===== src/rtl/vend_payout_ctrl.sv =====
// vend_payout_ctrl: drives the product-release motor and the coin hopper on
// behalf of the coin-accepting vending FSM. Each actuation ends when its drop
// sensor pulses, or after TIMEOUT_CYCLES cycles as a jam fault. The block also
// keeps product/coin inventory counters and raises sold-out, change-empty and
// jam flags.
//
// Optional build feature: define PAYOUT_STATS_EN to add the lifetime counters
// vend_total / coin_total (saturating 16-bit, cleared only by rst_n).
module vend_payout_ctrl #(
    parameter int TIMEOUT_CYCLES = 1000,
    parameter int CNT_W          = 8
) (
    input  logic             clk,
    input  logic             rst_n,
    input  logic             dispense,
    input  logic             return_req,
    input  logic             prod_sensor,
    input  logic             coin_sensor,
    input  logic             restock,
    input  logic [CNT_W-1:0] restock_prod,
    input  logic [CNT_W-1:0] restock_coin,
    input  logic             fault_clr,
    output logic             motor_on,
    output logic             hopper_on,
    output logic             busy,
    output logic             done,
    output logic             fault_jam,
    output logic             sold_out,
    output logic             change_empty,
    output logic [CNT_W-1:0] prod_count,
    output logic [CNT_W-1:0] coin_count
`ifdef PAYOUT_STATS_EN
    ,
    output logic [15:0]      vend_total,
    output logic [15:0]      coin_total
`endif
);

    // Timer only has to count up to TIMEOUT_CYCLES-1.
    localparam int TMR_W = (TIMEOUT_CYCLES > 1) ? $clog2(TIMEOUT_CYCLES) : 1;
    localparam logic [TMR_W-1:0] TMR_LAST = TMR_W'(TIMEOUT_CYCLES - 1);

    typedef enum logic [2:0] {
        S_IDLE  = 3'd0,
        S_VEND  = 3'd1,
        S_PAY   = 3'd2,
        S_DONE  = 3'd3,
        S_FAULT = 3'd4
    } state_t;

    state_t           state_q,  state_d;
    logic             pv_q,     pv_d;
    logic             pr_q,     pr_d;
    logic [TMR_W-1:0] tmr_q,    tmr_d;
    logic [CNT_W-1:0] prod_q,   prod_d;
    logic [CNT_W-1:0] coin_q,   coin_d;
    logic             motor_q,  motor_d;
    logic             hopper_q, hopper_d;
    logic             busy_q,   busy_d;
    logic             done_q,   done_d;
    logic             jam_q,    jam_d;

    logic             clr_pv;
    logic             clr_pr;
    logic             prod_dec;
    logic             coin_dec;
    logic             tmr_last;
    logic             req_accept;

    assign tmr_last = (tmr_q == TMR_LAST);

    // Next-state, pending-flag, timer and registered-output decode.
    always_comb begin
        state_d  = state_q;
        clr_pv   = 1'b0;
        clr_pr   = 1'b0;
        prod_dec = 1'b0;
        coin_dec = 1'b0;

        case (state_q)
            S_IDLE: begin
                // Vend has priority over change; requests that cannot be
                // served are dropped without touching an actuator.
                if (pv_q && (prod_q != '0)) begin
                    state_d = S_VEND;
                end else if (pr_q && (coin_q != '0)) begin
                    state_d = S_PAY;
                end
                if (pv_q && (prod_q == '0)) clr_pv = 1'b1;
                if (pr_q && (coin_q == '0)) clr_pr = 1'b1;
            end
            S_VEND: begin
                if (prod_sensor) begin
                    clr_pv   = 1'b1;
                    prod_dec = 1'b1;
                    state_d  = (pr_q && (coin_q != '0)) ? S_PAY : S_DONE;
                end else if (tmr_last) begin
                    state_d = S_FAULT;
                end
            end
            S_PAY: begin
                if (coin_sensor) begin
                    clr_pr   = 1'b1;
                    coin_dec = 1'b1;
                    state_d  = S_DONE;
                end else if (tmr_last) begin
                    state_d = S_FAULT;
                end
            end
            S_DONE: begin
                state_d = S_IDLE;
            end
            S_FAULT: begin
                if (fault_clr) state_d = S_IDLE;
            end
            default: begin
                state_d = S_IDLE;
            end
        endcase

        // Requests are dropped while in FAULT and flushed on the way into it.
        // A new request on the same edge as a clear re-arms the flag.
        req_accept = (state_q != S_FAULT) && (state_d != S_FAULT);
        pv_d = req_accept && (dispense   || (pv_q && !clr_pv));
        pr_d = req_accept && (return_req || (pr_q && !clr_pr));

        // Timer restarts on every state change and runs only while actuating.
        if (state_d != state_q) begin
            tmr_d = '0;
        end else if ((state_q == S_VEND) || (state_q == S_PAY)) begin
            tmr_d = tmr_q + TMR_W'(1);
        end else begin
            tmr_d = '0;
        end

        motor_d  = (state_d == S_VEND);
        hopper_d = (state_d == S_PAY);
        done_d   = (state_d == S_DONE);
        busy_d   = (state_d != S_IDLE);
        jam_d    = (state_d == S_FAULT);
    end

    // Inventory: restock overrides a same-cycle decrement; no wrap below zero.
    always_comb begin
        prod_d = prod_q;
        coin_d = coin_q;
        if (restock) begin
            prod_d = restock_prod;
            coin_d = restock_coin;
        end else begin
            if (prod_dec && (prod_q != '0)) prod_d = prod_q - CNT_W'(1);
            if (coin_dec && (coin_q != '0)) coin_d = coin_q - CNT_W'(1);
        end
    end

    // Controller state and registered actuator/status outputs.
    always_ff @(posedge clk or negedge rst_n) begin
        if (!rst_n) begin
            state_q  <= S_IDLE;
            pv_q     <= 1'b0;
            pr_q     <= 1'b0;
            tmr_q    <= '0;
            motor_q  <= 1'b0;
            hopper_q <= 1'b0;
            busy_q   <= 1'b0;
            done_q   <= 1'b0;
            jam_q    <= 1'b0;
        end else begin
            state_q  <= state_d;
            pv_q     <= pv_d;
            pr_q     <= pr_d;
            tmr_q    <= tmr_d;
            motor_q  <= motor_d;
            hopper_q <= hopper_d;
            busy_q   <= busy_d;
            done_q   <= done_d;
            jam_q    <= jam_d;
        end
    end

    // Inventory counter registers.
    always_ff @(posedge clk or negedge rst_n) begin
        if (!rst_n) begin
            prod_q <= '0;
            coin_q <= '0;
        end else begin
            prod_q <= prod_d;
            coin_q <= coin_d;
        end
    end

`ifdef PAYOUT_STATS_EN
    logic [15:0] vend_total_q, vend_total_d;
    logic [15:0] coin_total_q, coin_total_d;

    // Lifetime counters step on every sensed drop and hold at all-ones.
    always_comb begin
        vend_total_d = vend_total_q;
        coin_total_d = coin_total_q;
        if (prod_dec && (vend_total_q != 16'hFFFF)) vend_total_d = vend_total_q + 16'd1;
        if (coin_dec && (coin_total_q != 16'hFFFF)) coin_total_d = coin_total_q + 16'd1;
    end

    // Lifetime counter registers; restock deliberately leaves them alone.
    always_ff @(posedge clk or negedge rst_n) begin
        if (!rst_n) begin
            vend_total_q <= '0;
            coin_total_q <= '0;
        end else begin
            vend_total_q <= vend_total_d;
            coin_total_q <= coin_total_d;
        end
    end

    assign vend_total = vend_total_q;
    assign coin_total = coin_total_q;
`else
    // Lifetime counters are not built in this configuration.
`endif

    assign motor_on     = motor_q;
    assign hopper_on    = hopper_q;
    assign busy         = busy_q;
    assign done         = done_q;
    assign fault_jam    = jam_q;
    assign prod_count   = prod_q;
    assign coin_count   = coin_q;
    assign sold_out     = (prod_q == '0);
    assign change_empty = (coin_q == '0);

endmodule


===== config.mk =====
export PLATFORM = sky130hd
export DESIGN_NAME = vend_payout_ctrl
export DESIGN_NICKNAME = d
export VERILOG_FILES = /design/src/rtl/vend_payout_ctrl.sv
export SDC_FILE = /design/constraint.sdc
export NUM_CORES = 1
export LEC_CHECK = 0
export CELL_PAD_IN_SITES_DETAIL_PLACEMENT = 1
export CELL_PAD_IN_SITES_GLOBAL_PLACEMENT = 1
export CORE_ASPECT_RATIO = 1.5
export CORE_UTILIZATION = 38
export DETAILED_ROUTE_END_ITERATION = 10
export HOLD_SLACK_MARGIN = 0.02
export PLACE_DENSITY = 0.87
export SETUP_SLACK_MARGIN = 0.15
export SLEW_MARGIN = 25
export SYNTH_ARGS = -nofsm -noshare
export SYNTH_HDL_FRONTEND = slang
export SYNTH_SLANG_ARGS = --single-unit

===== constraint.sdc =====
create_clock -name clk -period 2.2 [get_ports clk]
set_input_delay 0.33 -clock clk [delete_from_list [all_inputs] [get_ports clk]]
set_output_delay 0.33 -clock clk [all_outputs]
set_load 0.1 [all_outputs]

==> metrics.md <==
| Metric | Value |
|---|---|
| Sequential share of power | 33.2% |
| Achievable Freq | 470.1 MHz |
| Final setup violation count | 0 |
| Vias in the first global route | 1869 |
| # diodes | 0 |
| Cell variety after synth | 48 |
| PD cells | 1016 mW/mm2 |
| CTS Sinks | 36 |
| Fillers | 558 |
| Syn Area/Cell | 10.02 um2 |
| Max Slew Vio Count | 0 |
| Post-detailed-route count of antenna-violating nets | 0 |
| Final clock skew | 0.01131 ns |
| Share of layout cells above drive strength 1 | 31.01% |
| Yosys top cell by area | dfrtp_1 |
| Worst Setup End Kind | output pin |
| RePlAce Congestion | 0.8348 |
| Vias | 1715 |
| Port bufs | 46 |
| Power share of the clock group | 21.2% |
| Avg WL per Cell | 16.06 um |
| WP data arrival | 1.80 ns |
| Starting Density | 40.19% |
| H-tree levels | 2 |
| Cell count after synthesis | 196 |
| Power Internal | 0.001502 W |
| Syn nets | 223 |
| Fin worst setup slack | 0.07260 ns |
| Gate power share | 45.6% |
| DR vias/cell | 5.293 |
| Crit-path slowest cell | dfrtp_4 |
| Post-CTS Hold Buffers | 0 |
| Startpoint Class | flop |
| Unrepaired setup endpoints after global routing | true |
| Hold Path Class | in2async |
| Rel. slew slack | 68.75% |
| Total gr overflow | 0 |
| Placement-stage worst setup slack | 0.1322 ns |
| Max clock buf depth | 2 |
| Clk slew on worst S/H paths | 0.08 ns |
| CP cell instances | inv_4, ha_4, or4b_4, nor2_4, buf_12 |
| Synth Warn # | 0 |
| Max-Cap Viols | 0 |
| Register area | 923.4 um2 |
| Remaining DRCs | 0 |
| Root Driver | clkbuf_8 |
| First-pass GRT wire length | 8963 um |
| I/O pins | 47 |
| Final hold viol count | 0 |
| Synth top area cells | dfrtp_1 46%, xnor2_1 6.2%, nand2_1 3.2% |
| Post-synth top area share | 45.86% |
| Flop and latch count out of synthesis | 36 |
| Area of the multi-input gates | 0.001051 mm2 |
| Ys async rst share | 100.0% |
| Die H | 90.06 um |
| Critical path type | reg2out |
| DIE WIDTH | 60.71 um |
| Die footprint | 0.005467 mm2 |
| Final net count | 284 |
| Crit path required time | 1.87 ns |
| Core footprint | 0.004887 mm2 |
| Layout area overhead | 39.36% |
| CTS tree | yes |
| P_leak | 1.093 nW |
| Worst hold margin | 0.4705 ns |
| Cell with the most instances after synthesis | dfrtp_1 |
| Worst slew pin tran | 0.4688 ns |
| Share of the yosys chip area belonging to registers | 45.86% |
| Skew-Pair Late Insertion Delay | 0.30 ns |
| Pin count of the biggest net entering global routing | 37 |
| Cell Area, Synth | 0.001964 mm2 |
| Row Count | 31 |
| Initial antenna violation count | 0 |
| Peak VDD IR | 0.6087 mV |
| Maximum fanout along the worst path | 3 |
| Post-synth EDFFs | 0 |
| Run status | complete, no violations |
| Initial DRC Count | 34 |
| Switching Power | 0.001280 W |
| Commonest cells in the netlist | 36 x dfrtp_1, 17 x nand2_1, 17 x nor2_1 |
| CTS buffer count | 5 |
| Final Cycle Share | 96.70% |
| Post-Route WL | 5205 um |
| Post-synth top flop | dfrtp_1 |
| HPWL after detailed placement | 3714 um |
| Sw Ratio | 46.01% |
| Router iterations before antenna repair | 4 |
| Max incr delay on CP | 0.50 ns |
| R2R cell count | 7 |
| Final min period | 2.127 ns |
| Aggregate global-route resource usage | 21.59% |
[stage by stage]
stage	cells	total power [W]	setup TNS, ns	area, um2	util [%]
after floorplan	196	0.001838	-0.6948	2031	-
after global placement	309	0.002131	0	2562	52.43
after detailed placement	309	0.002166	0	2562	52.43
after CTS	322	0.002792	0	2718	55.61
after global routing	324	0.002925	0	2738	56.02
final	324	0.002782	0	2738	56.02
[routing by layer]
metal | up-vias | GRT usage [%] | share of wire, %
met5 | - | 0 | 0
met4 | 0 | 7.386 | 1.6
met2 | 33 | 38.83 | 57
met3 | 6 | 3.453 | 2.7
li1 | 818 | - | -
met1 | 858 | 24.61 | 38
[final cells by class]
cell class	instances	share of cell area, %
multi-input combinational	145	38.39
sequential	36	33.73
timing repair buffer	60	19.47
tap	66	3.016
clock buffer	5	2.514
clock inverter	3	1.554
inverter	9	1.325
[worst paths after layout]
path | slack [ns] | start | to
worst max-delay path | 0.07 | prod_count[1]$_DFFE_PN0P_ | sold_out
worst min-delay path | 0.47 | rst_n | tmr_q[2]$_DFF_PN0_
worst max register to register | 0.19 | prod_count[1]$_DFFE_PN0P_ | prod_count[5]$_DFFE_PN0P_
worst min register to register | 0.49 | tmr_q[0]$_DFF_PN0_ | tmr_q[0]$_DFF_PN0_
max in group asynchronous | 1.37 | rst_n | prod_count[0]$_DFFE_PN0P_
min in group clk | 0.49 | tmr_q[0]$_DFF_PN0_ | tmr_q[0]$_DFF_PN0_
[power by group through the flow]
| stage | logic, W | registers (W) | clock network, W |
|---|---|---|---|
| 2_1_floorplan | 0.000410 | 0.00143 | 0 |
| 3_3_place_gp | 0.00120 | 0.000929 | 0 |
| 3_5_place_dp | 0.00122 | 0.000941 | 0 |
| 4_1_cts | 0.00126 | 0.000924 | 0.000609 |
| 5_1_grt | 0.00135 | 0.000944 | 0.000633 |
| 6_report | 0.00127 | 0.000923 | 0.000591 |
[critical path: cells and delay by family, from the launching register on]
kind / cells / cell delay [ns]
AND/OR/NAND/NOR: 2 / 0.61
flip-flops: 1 / 0.50
buffers and inverters: 2 / 0.25
adder cells (fa/ha/maj): 1 / 0.14
[flip-flops by register name, indices dropped and copies added (netlist names), 3 cells and up]
name / cells
state_q: 3
tmr_q: 10
prod_count: 8
coin_count: 8
[cell usage in the layout (no fill, tap or decap), types with 2 or more instances in the layout]
| cell type | netlist | layout |
|---|---|---|
| a31oi_1 | 4 | 4 |
| a2111oi_2 | 3 | 3 |
| nand4bb_1 | 3 | 3 |
| mux2_1 | 2 | 2 |
| nor3b_1 | 5 | 4 |
| o21ai_1 | 10 | 10 |
| xor2_1 | 4 | 4 |
| nor3_1 | 7 | 7 |
| dfrtp_1 | 36 | 22 |
| a211oi_2 | 1 | 2 |
| o2bb2ai_1 | 3 | 2 |
| nor4_4 | 2 | 2 |
| inv_1 | 9 | 7 |
| a21oi_1 | 4 | 4 |
| nand2_1 | 17 | 17 |
| nand2b_1 | 2 | 2 |
| or3_1 | 4 | 4 |
| and3_1 | 3 | 3 |
| clkdlybuf4s50_1 | 0 | 23 |
| nor2_1 | 17 | 17 |
| ha_1 | 3 | 2 |
| xnor2_1 | 14 | 14 |
| clkbuf_8 | 0 | 5 |
| nand3_1 | 7 | 7 |
| buf_4 | 0 | 35 |
| nor4b_1 | 2 | 2 |
| dfrtp_2 | 0 | 12 |
| o21ai_0 | 5 | 5 |
| dfrtp_4 | 0 | 2 |
| mux2i_1 | 2 | 2 |
| buf_12 | 0 | 2 |
[logic make-up after synthesis]
family	after synthesis	synth area share (%)
DFF	36	45.86
and+or+nand+nor	79	23.69
adders and majority gates	3	1.911
AOI/OAI and AO/OA	41	15.35
muxes	4	2.166
xor gates and xnor gates	18	8.025
buffers and inverters	15	2.993
[repair_timing]
action | CTS | global route
buffers inserted | 5 | 2
hold endpoints to repair | 0 | 0
resized for setup | 1 | 1
pin swaps | 2 | 2
endpoints found under the setup margin | 2 | 7
No activity file was read; power rests on OpenSTA's default activity.
